## config.mk

```make
export PLATFORM = sky130hd
export DESIGN_NAME = simpleuart_rx
export DESIGN_NICKNAME = d
export VERILOG_FILES = /design/src/rtl/simpleuart_pkg.sv /design/src/rtl/simpleuart_rx_fifo.sv /design/src/rtl/simpleuart_rx.sv
export SDC_FILE = /design/constraint.sdc
export NUM_CORES = 1
export LEC_CHECK = 0
export CAP_MARGIN = 0
export CORE_MARGIN = 5
export CORE_UTILIZATION = 47
export DETAILED_ROUTE_END_ITERATION = 10
export PLACE_DENSITY_LB_ADDON = 0.12
export SLEW_MARGIN = 5
export SYNTH_ARGS = -nofsm -noshare
export SYNTH_HDL_FRONTEND = slang
export SYNTH_SLANG_ARGS = --single-unit
```

## constraint.sdc

```tcl
create_clock -name clk -period 2.2 [get_ports clk]
set_clock_uncertainty 0.05 [all_clocks]
set_input_delay 0.33 -clock clk [delete_from_list [all_inputs] [get_ports clk]]
set_output_delay 0.33 -clock clk [all_outputs]
set_load 0.1 [all_outputs]
```

## src/rtl/simpleuart_pkg.sv

```systemverilog
// Shared definitions for the simpleuart transmit/receive pair.
// Holds the receiver FSM encoding and the divider/data-width constants.
package simpleuart_pkg;

   typedef enum logic [2:0] {
      ST_WAIT_IDLE,
      ST_IDLE,
      ST_START,
      ST_DATA,
      ST_STOP
   } rx_state_e;

   localparam int          UART_DATA_BITS  = 8;
   localparam logic [31:0] UART_DIV_OFFSET = 32'd2;
   localparam logic [31:0] UART_EMPTY      = 32'hFFFF_FFFF;

endpackage

```

## src/rtl/simpleuart_rx_fifo.sv

```systemverilog
// Small byte FIFO for the UART receiver. Pointers carry one extra wrap bit
// so full and empty are told apart without a separate occupancy counter.
module simpleuart_rx_fifo
   import simpleuart_pkg::*;
#(
   parameter int DEPTH = 4
) (
   input  logic                      clk,
   input  logic                      resetn,
   input  logic                      push,
   input  logic                      pop,
   input  logic [UART_DATA_BITS-1:0] din,
   output logic [UART_DATA_BITS-1:0] dout,
   output logic                      full,
   output logic                      empty
);

   localparam int AW = $clog2(DEPTH);

   logic [AW:0]                                wr_ptr_q, wr_ptr_d;
   logic [AW:0]                                rd_ptr_q, rd_ptr_d;
   logic [DEPTH-1:0][UART_DATA_BITS-1:0]       mem_q, mem_d;
   logic                                       do_pop, do_push;

   assign empty = (wr_ptr_q == rd_ptr_q);
   assign full  = (wr_ptr_q[AW] != rd_ptr_q[AW]) &&
                  (wr_ptr_q[AW-1:0] == rd_ptr_q[AW-1:0]);

   // A simultaneous pop frees the slot, so a push into a full FIFO still lands.
   assign do_pop  = pop && !empty;
   assign do_push = push && (!full || do_pop);
   assign dout    = mem_q[rd_ptr_q[AW-1:0]];

   always_comb begin
      mem_d    = mem_q;
      wr_ptr_d = wr_ptr_q;
      rd_ptr_d = rd_ptr_q;
      if (do_push) begin
         mem_d[wr_ptr_q[AW-1:0]] = din;
         wr_ptr_d                = wr_ptr_q + 1'b1;
      end
      if (do_pop)
         rd_ptr_d = rd_ptr_q + 1'b1;
   end

   always_ff @(posedge clk or negedge resetn) begin
      if (!resetn) begin
         mem_q    <= '0;
         wr_ptr_q <= '0;
         rd_ptr_q <= '0;
      end else begin
         mem_q    <= mem_d;
         wr_ptr_q <= wr_ptr_d;
         rd_ptr_q <= rd_ptr_d;
      end
   end

endmodule

```

## src/rtl/simpleuart_rx.sv

```systemverilog
// 8N1 UART receiver: synchroniser, mid-bit sampling FSM, divider register,
// sticky error flags and a byte FIFO read through the register port.
module simpleuart_rx
   import simpleuart_pkg::*;
#(
   parameter logic [31:0] DEFAULT_DIV = 32'd1,
   parameter int          DEPTH       = 4
) (
   input  logic        clk,
   input  logic        resetn,
   input  logic        ser_rx,
   input  logic [3:0]  reg_div_we,
   input  logic [31:0] reg_div_di,
   output logic [31:0] reg_div_do,
   input  logic        reg_dat_re,
   output logic [31:0] reg_dat_do,
   input  logic        reg_err_clr,
   output logic [1:0]  reg_err_do,
   output logic        rx_valid
);

   rx_state_e                 state_q, state_d;
   logic                      sync_q, rx_s_q;
   logic [31:0]               div_q, div_d;
   logic [31:0]               cnt_q, cnt_d;
   logic [2:0]                bit_q, bit_d;
   logic [UART_DATA_BITS-1:0] shreg_q, shreg_d;
   logic [1:0]                err_q, err_d;

   logic [31:0]               period, half;
   logic                      expired, div_wr, push, frame_err, overrun;
   logic                      fifo_full, fifo_empty;
   logic [UART_DATA_BITS-1:0] fifo_dout;

   assign period  = div_q + UART_DIV_OFFSET;
   assign half    = period >> 1;
   assign expired = (cnt_q <= 32'd1);
   assign div_wr  = |reg_div_we;

   always_comb begin
      state_d   = state_q;
      cnt_d     = (cnt_q != 32'd0) ? cnt_q - 32'd1 : cnt_q;
      bit_d     = bit_q;
      shreg_d   = shreg_q;
      push      = 1'b0;
      frame_err = 1'b0;
      case (state_q)
         ST_WAIT_IDLE: if (rx_s_q) state_d = ST_IDLE;
         ST_IDLE: if (!rx_s_q) begin
            cnt_d   = half;
            state_d = ST_START;
         end
         ST_START: if (expired) begin
            if (rx_s_q) state_d = ST_IDLE;
            else begin
               cnt_d   = period;
               bit_d   = 3'd0;
               state_d = ST_DATA;
            end
         end
         ST_DATA: if (expired) begin
            shreg_d = {rx_s_q, shreg_q[UART_DATA_BITS-1:1]};
            cnt_d   = period;
            bit_d   = bit_q + 3'd1;
            if (bit_q == 3'(UART_DATA_BITS - 1)) state_d = ST_STOP;
         end
         ST_STOP: if (expired) begin
            // A low stop bit is treated as a break: wait for the line to idle.
            if (rx_s_q) begin
               push    = 1'b1;
               state_d = ST_IDLE;
            end else begin
               frame_err = 1'b1;
               state_d   = ST_WAIT_IDLE;
            end
         end
         default: state_d = ST_WAIT_IDLE;
      endcase
      // Changing the rate mid-frame makes the frame meaningless; drop it silently.
      if (div_wr) begin
         state_d   = ST_WAIT_IDLE;
         push      = 1'b0;
         frame_err = 1'b0;
      end
   end

   always_comb begin
      div_d = div_q;
      for (int i = 0; i < 4; i++)
         if (reg_div_we[i]) div_d[8*i +: 8] = reg_div_di[8*i +: 8];
   end

   assign overrun = push && fifo_full && !reg_dat_re;

   always_comb begin
      err_d = reg_err_clr ? 2'b00 : err_q;
      err_d = err_d | {overrun, frame_err};
   end

   always_ff @(posedge clk or negedge resetn) begin
      if (!resetn) begin
         sync_q  <= 1'b1;
         rx_s_q  <= 1'b1;
         state_q <= ST_WAIT_IDLE;
         div_q   <= DEFAULT_DIV;
         cnt_q   <= '0;
         bit_q   <= '0;
         shreg_q <= '0;
         err_q   <= '0;
      end else begin
         sync_q  <= ser_rx;
         rx_s_q  <= sync_q;
         state_q <= state_d;
         div_q   <= div_d;
         cnt_q   <= cnt_d;
         bit_q   <= bit_d;
         shreg_q <= shreg_d;
         err_q   <= err_d;
      end
   end

   simpleuart_rx_fifo #(.DEPTH(DEPTH)) u_fifo (
      .clk    (clk),
      .resetn (resetn),
      .push   (push),
      .pop    (reg_dat_re),
      .din    (shreg_q),
      .dout   (fifo_dout),
      .full   (fifo_full),
      .empty  (fifo_empty)
   );

   assign reg_div_do = div_q;
   assign reg_dat_do = fifo_empty ? UART_EMPTY : {24'h0, fifo_dout};
   assign reg_err_do = err_q;
   assign rx_valid   = !fifo_empty;

endmodule

```

==> flow_metrics.py <==
metrics = {
    "outcome": {
        "status": "complete, but fails checks",
        "violations": "setup timing",
    },
    "timing": {
        "slew_viol_final": 0,
        "grt_setup_unrepaired": "true",
        "tightest_slew_ps": 720,
        "fin_ws_ps": -448,
        "period_share": 1.20,
        "slew_headroom": 0.516,
        "hold_viol": 0,
        "setup_violations": 115,
        "timing.final.crit_period_ps": 2650,
        "fmax_mhz": 378,
    },
    "cts": {
        "cts_sinks": 120,
        "cts_tree": "done",
        "clk_path_buf_depth": 2,
        "insertion_delay_ps": 420,
        "htreeDepth": 4,
        "root_buffer": "clkbuf_16",
        "cts_buffers": 17,
        "clkTransAtPathRegs_ps": 50,
    },
    "die": {
        "ioPinCount": 108,
        "core_um2": 15100,
        "die-width_um": 134,
        "core.rowCount": 45,
        "dieArea_um2": 17900,
        "start_util": 0.476,
        "die_y_um": 134,
    },
    "placement": {
        "dp_cells": 1060,
        "gp_congestion": 0.935,
        "hpwlAfterDp_um": 15400,
        "portBuffers": 107,
    },
    "min_path": {
        "hp-class": "primary input to register",
        "min_from": "ser_rx",
        "holdPathStages": 1,
        "min_to": "sync_q",
    },
    "routing": {
        "drt-total-wl_um": 23700,
        "initialDrtViolationCount": 533,
        "vias": 6521,
        "drt_first_pass_iters": 8,
        "post-route-drc-count": 0,
        "routed_via_density": 5.75,
        "wire_per_inst_um": 20.9,
        "antenna_left": 0,
    },
    "critical_path": {
        "reg2reg_to": "u_fifo.mem_q[0]",
        "r2r-start": "cnt_q[7]",
        "critPathKind": "register to register",
        "slowest_stage": "dfrtp_1",
        "path_max_fanout": 8,
        "startpoint_type": "register",
        "critPathMostFrequentCell": "buf_4",
        "rr_worst_depth": 11,
        "cp.arrival_ps": 2890,
        "worstSetupEndpointType": "register",
        "crit_chain": "nor4_4 > buf_4 > nand4b_1 > buf_4 > nor4_4 > buf_4 > nand3_4 > nor2b_4 > buf_12 > nand2_8 > mux2_4",
        "crit_required_ps": 2440,
        "cpPeakStageDelay_ps": 420,
        "r2r_slack_ps": -450,
    },
    "power": {
        "power.total_mw": 12.8,
        "powerDensity_nw_per_um2": 1110,
        "p_leak_nw": 5.01,
        "peakVddDrop_mv": 0.809,
    },
    "logic_synthesis": {
        "synth_top_area_cell": "dfrtp_1",
        "syn-mean-instance-area_um2": 10.5,
        "synth_nets": 739,
        "synth_edf_count": 0,
        "synth_commonest_cells": "117 x dfrtp_1, 74 x nand2_1, 39 x xnor2_1, 37 x nor2_1, 36 x o21ai_0",
        "yosysTopAreaCellShare": 0.408,
        "synth.area.top_cells": "dfrtp_1 41%, mux2_4 6.7%, mux2_2 4.9%",
        "seq_area_frac_synth": 0.419,
        "synth_area_um2": 7180,
        "async_reset_ff_frac": 1.00,
        "synth.distinct_cells": 66,
        "ys.flop_type": "dfrtp_1",
        "ys_ff_latch": 120,
        "yosys_warnings": 0,
        "synth_cells": 687,
        "yosysMostFrequentCell": "dfrtp_1",
    },
    "cells_and_area": {
        "layout-drive-gt1-share": 0.528,
        "fill_cells": 980,
        "area_growth_pct": 60.2,
        "antennaDiodeCount": 0,
        "final_cells": 1135,
        "nets": 987,
    },
    "global_route": {
        "antenna_found_initial": 0,
        "grt_pass1_vias": 6803,
        "grt_max_degree": 54,
        "overflow": 0,
        "grt_pass1_wl_um": 35800,
        "track_usage": 0.255,
    },
    "flow_run": {
        "cap_viol_max_count": 0,
    },
}
## state kept, by name, indices dropped and copies added (netlist names)
signal and cells:
u_fifo.rd_ptr_q 3, reg_div_do 32, cnt_q 32, rx_s_q 1, state_q 3, u_fifo.wr_ptr_q 3, sync_q 1, bit_q 3
reg_err_do 2, u_fifo.mem_q 32, shreg_q 8
## placed cells by master (no fill, tap or decap), drive strengths merged, types with 24 or more instances in the layout
cell type      Yosys  routed
dfrtp            117     117
mux2              63      63
nand2             78      80
clkbuf            19      26
clkdlybuf4s50      0      39
nor2              37      37
a21oi             32      32
o21ai             36      36
buf               34     237
xnor2             39      39
xor2              24      24
## per-stage QoR
step                      worst slack [ps]  utilization  TNS (ps)  hold WS (ps)  area (um^2)
after floorplan                       -267            -    -11730         -15.6         7440
after global placement                -559        0.642    -30230           276         9680
after detailed placement              -647        0.642    -36060           293         9680
after CTS                             -338        0.738    -25030           261        11100
after global routing                  -503        0.762    -37350           255        11500
final                                 -448        0.762    -30360           272        11500
## metal layers
layer | vias to the layer above | track usage | part of all wire
li1 | 2956 | - | -
met1 | 3205 | 0.293 | 0.39
met2 | 277 | 0.462 | 0.52
met3 | 83 | 0.0589 | 0.054
met4 | 0 | 0.0989 | 0.033
met5 | - | 0 | 0
## final cells by class
cell class,count,area [um^2],area share
Clock buffer,24,512,0.0445
Clock inverter,7,114,0.00990
Inverter,13,52.6,0.00457
Multi-Input combinational cell,504,4650,0.404
Sequential cell,120,3070,0.267
Tap cell,188,235,0.0205
Timing Repair Buffer,279,2870,0.250
## worst max path at each step
stage	start	endpoint	slack, ps
after floorplan	reg_div_do[1]	cnt_q[20]	-270
after global placement	reg_div_we[3]	u_fifo.mem_q[25]	-560
after detailed placement	reg_div_we[3]	u_fifo.mem_q[28]	-650
after CTS	cnt_q[7]	u_fifo.mem_q[17]	-340
after global routing	cnt_q[12]	u_fifo.mem_q[0]	-500
final	cnt_q[7]	u_fifo.mem_q[0]	-450
## logic make-up after synthesis
kind of cell | share of synthesized area
flip-flops | 0.419
buffers and inverters | 0.0493
AO/OA/AOI/OAI | 0.106
XOR/XNOR | 0.0768
adder cells (fa/ha/maj) | 0.0192
multiplexers | 0.143
AND/OR/NAND/NOR | 0.187
## critical path, delay by kind of cell (launching register included)
family,cells,cell delay [ps]
DFF,1,420
muxes,1,340
buffers and inverters,4,730
and+or+nand+nor,6,970
## what timing repair did
| action | CTS | global route |
|---|---|---|
| endpoints found under the setup margin | 114 | 115 |
| hold buffers | 1 | 0 |
| hold endpoints to repair | 34 | 0 |
| resized for setup | 128 | 59 |
| pin swaps | 69 | 47 |
| cloned | 4 | 3 |
| setup buffers | 29 | 11 |
## report_power, final
| part | total [mW] | leakage, nW | switching [mW] | internal, mW |
|---|---|---|---|---|
| combinational | 6.99 | 3.18 | 4.20 | 2.79 |
| sequential | 2.88 | 1.51 | 0.336 | 2.54 |
| clock | 2.93 | 0.312 | 0.983 | 1.95 |
| total | 12.8 | 5.01 | 5.52 | 7.28 |
(Power assumes the default switching activity.)
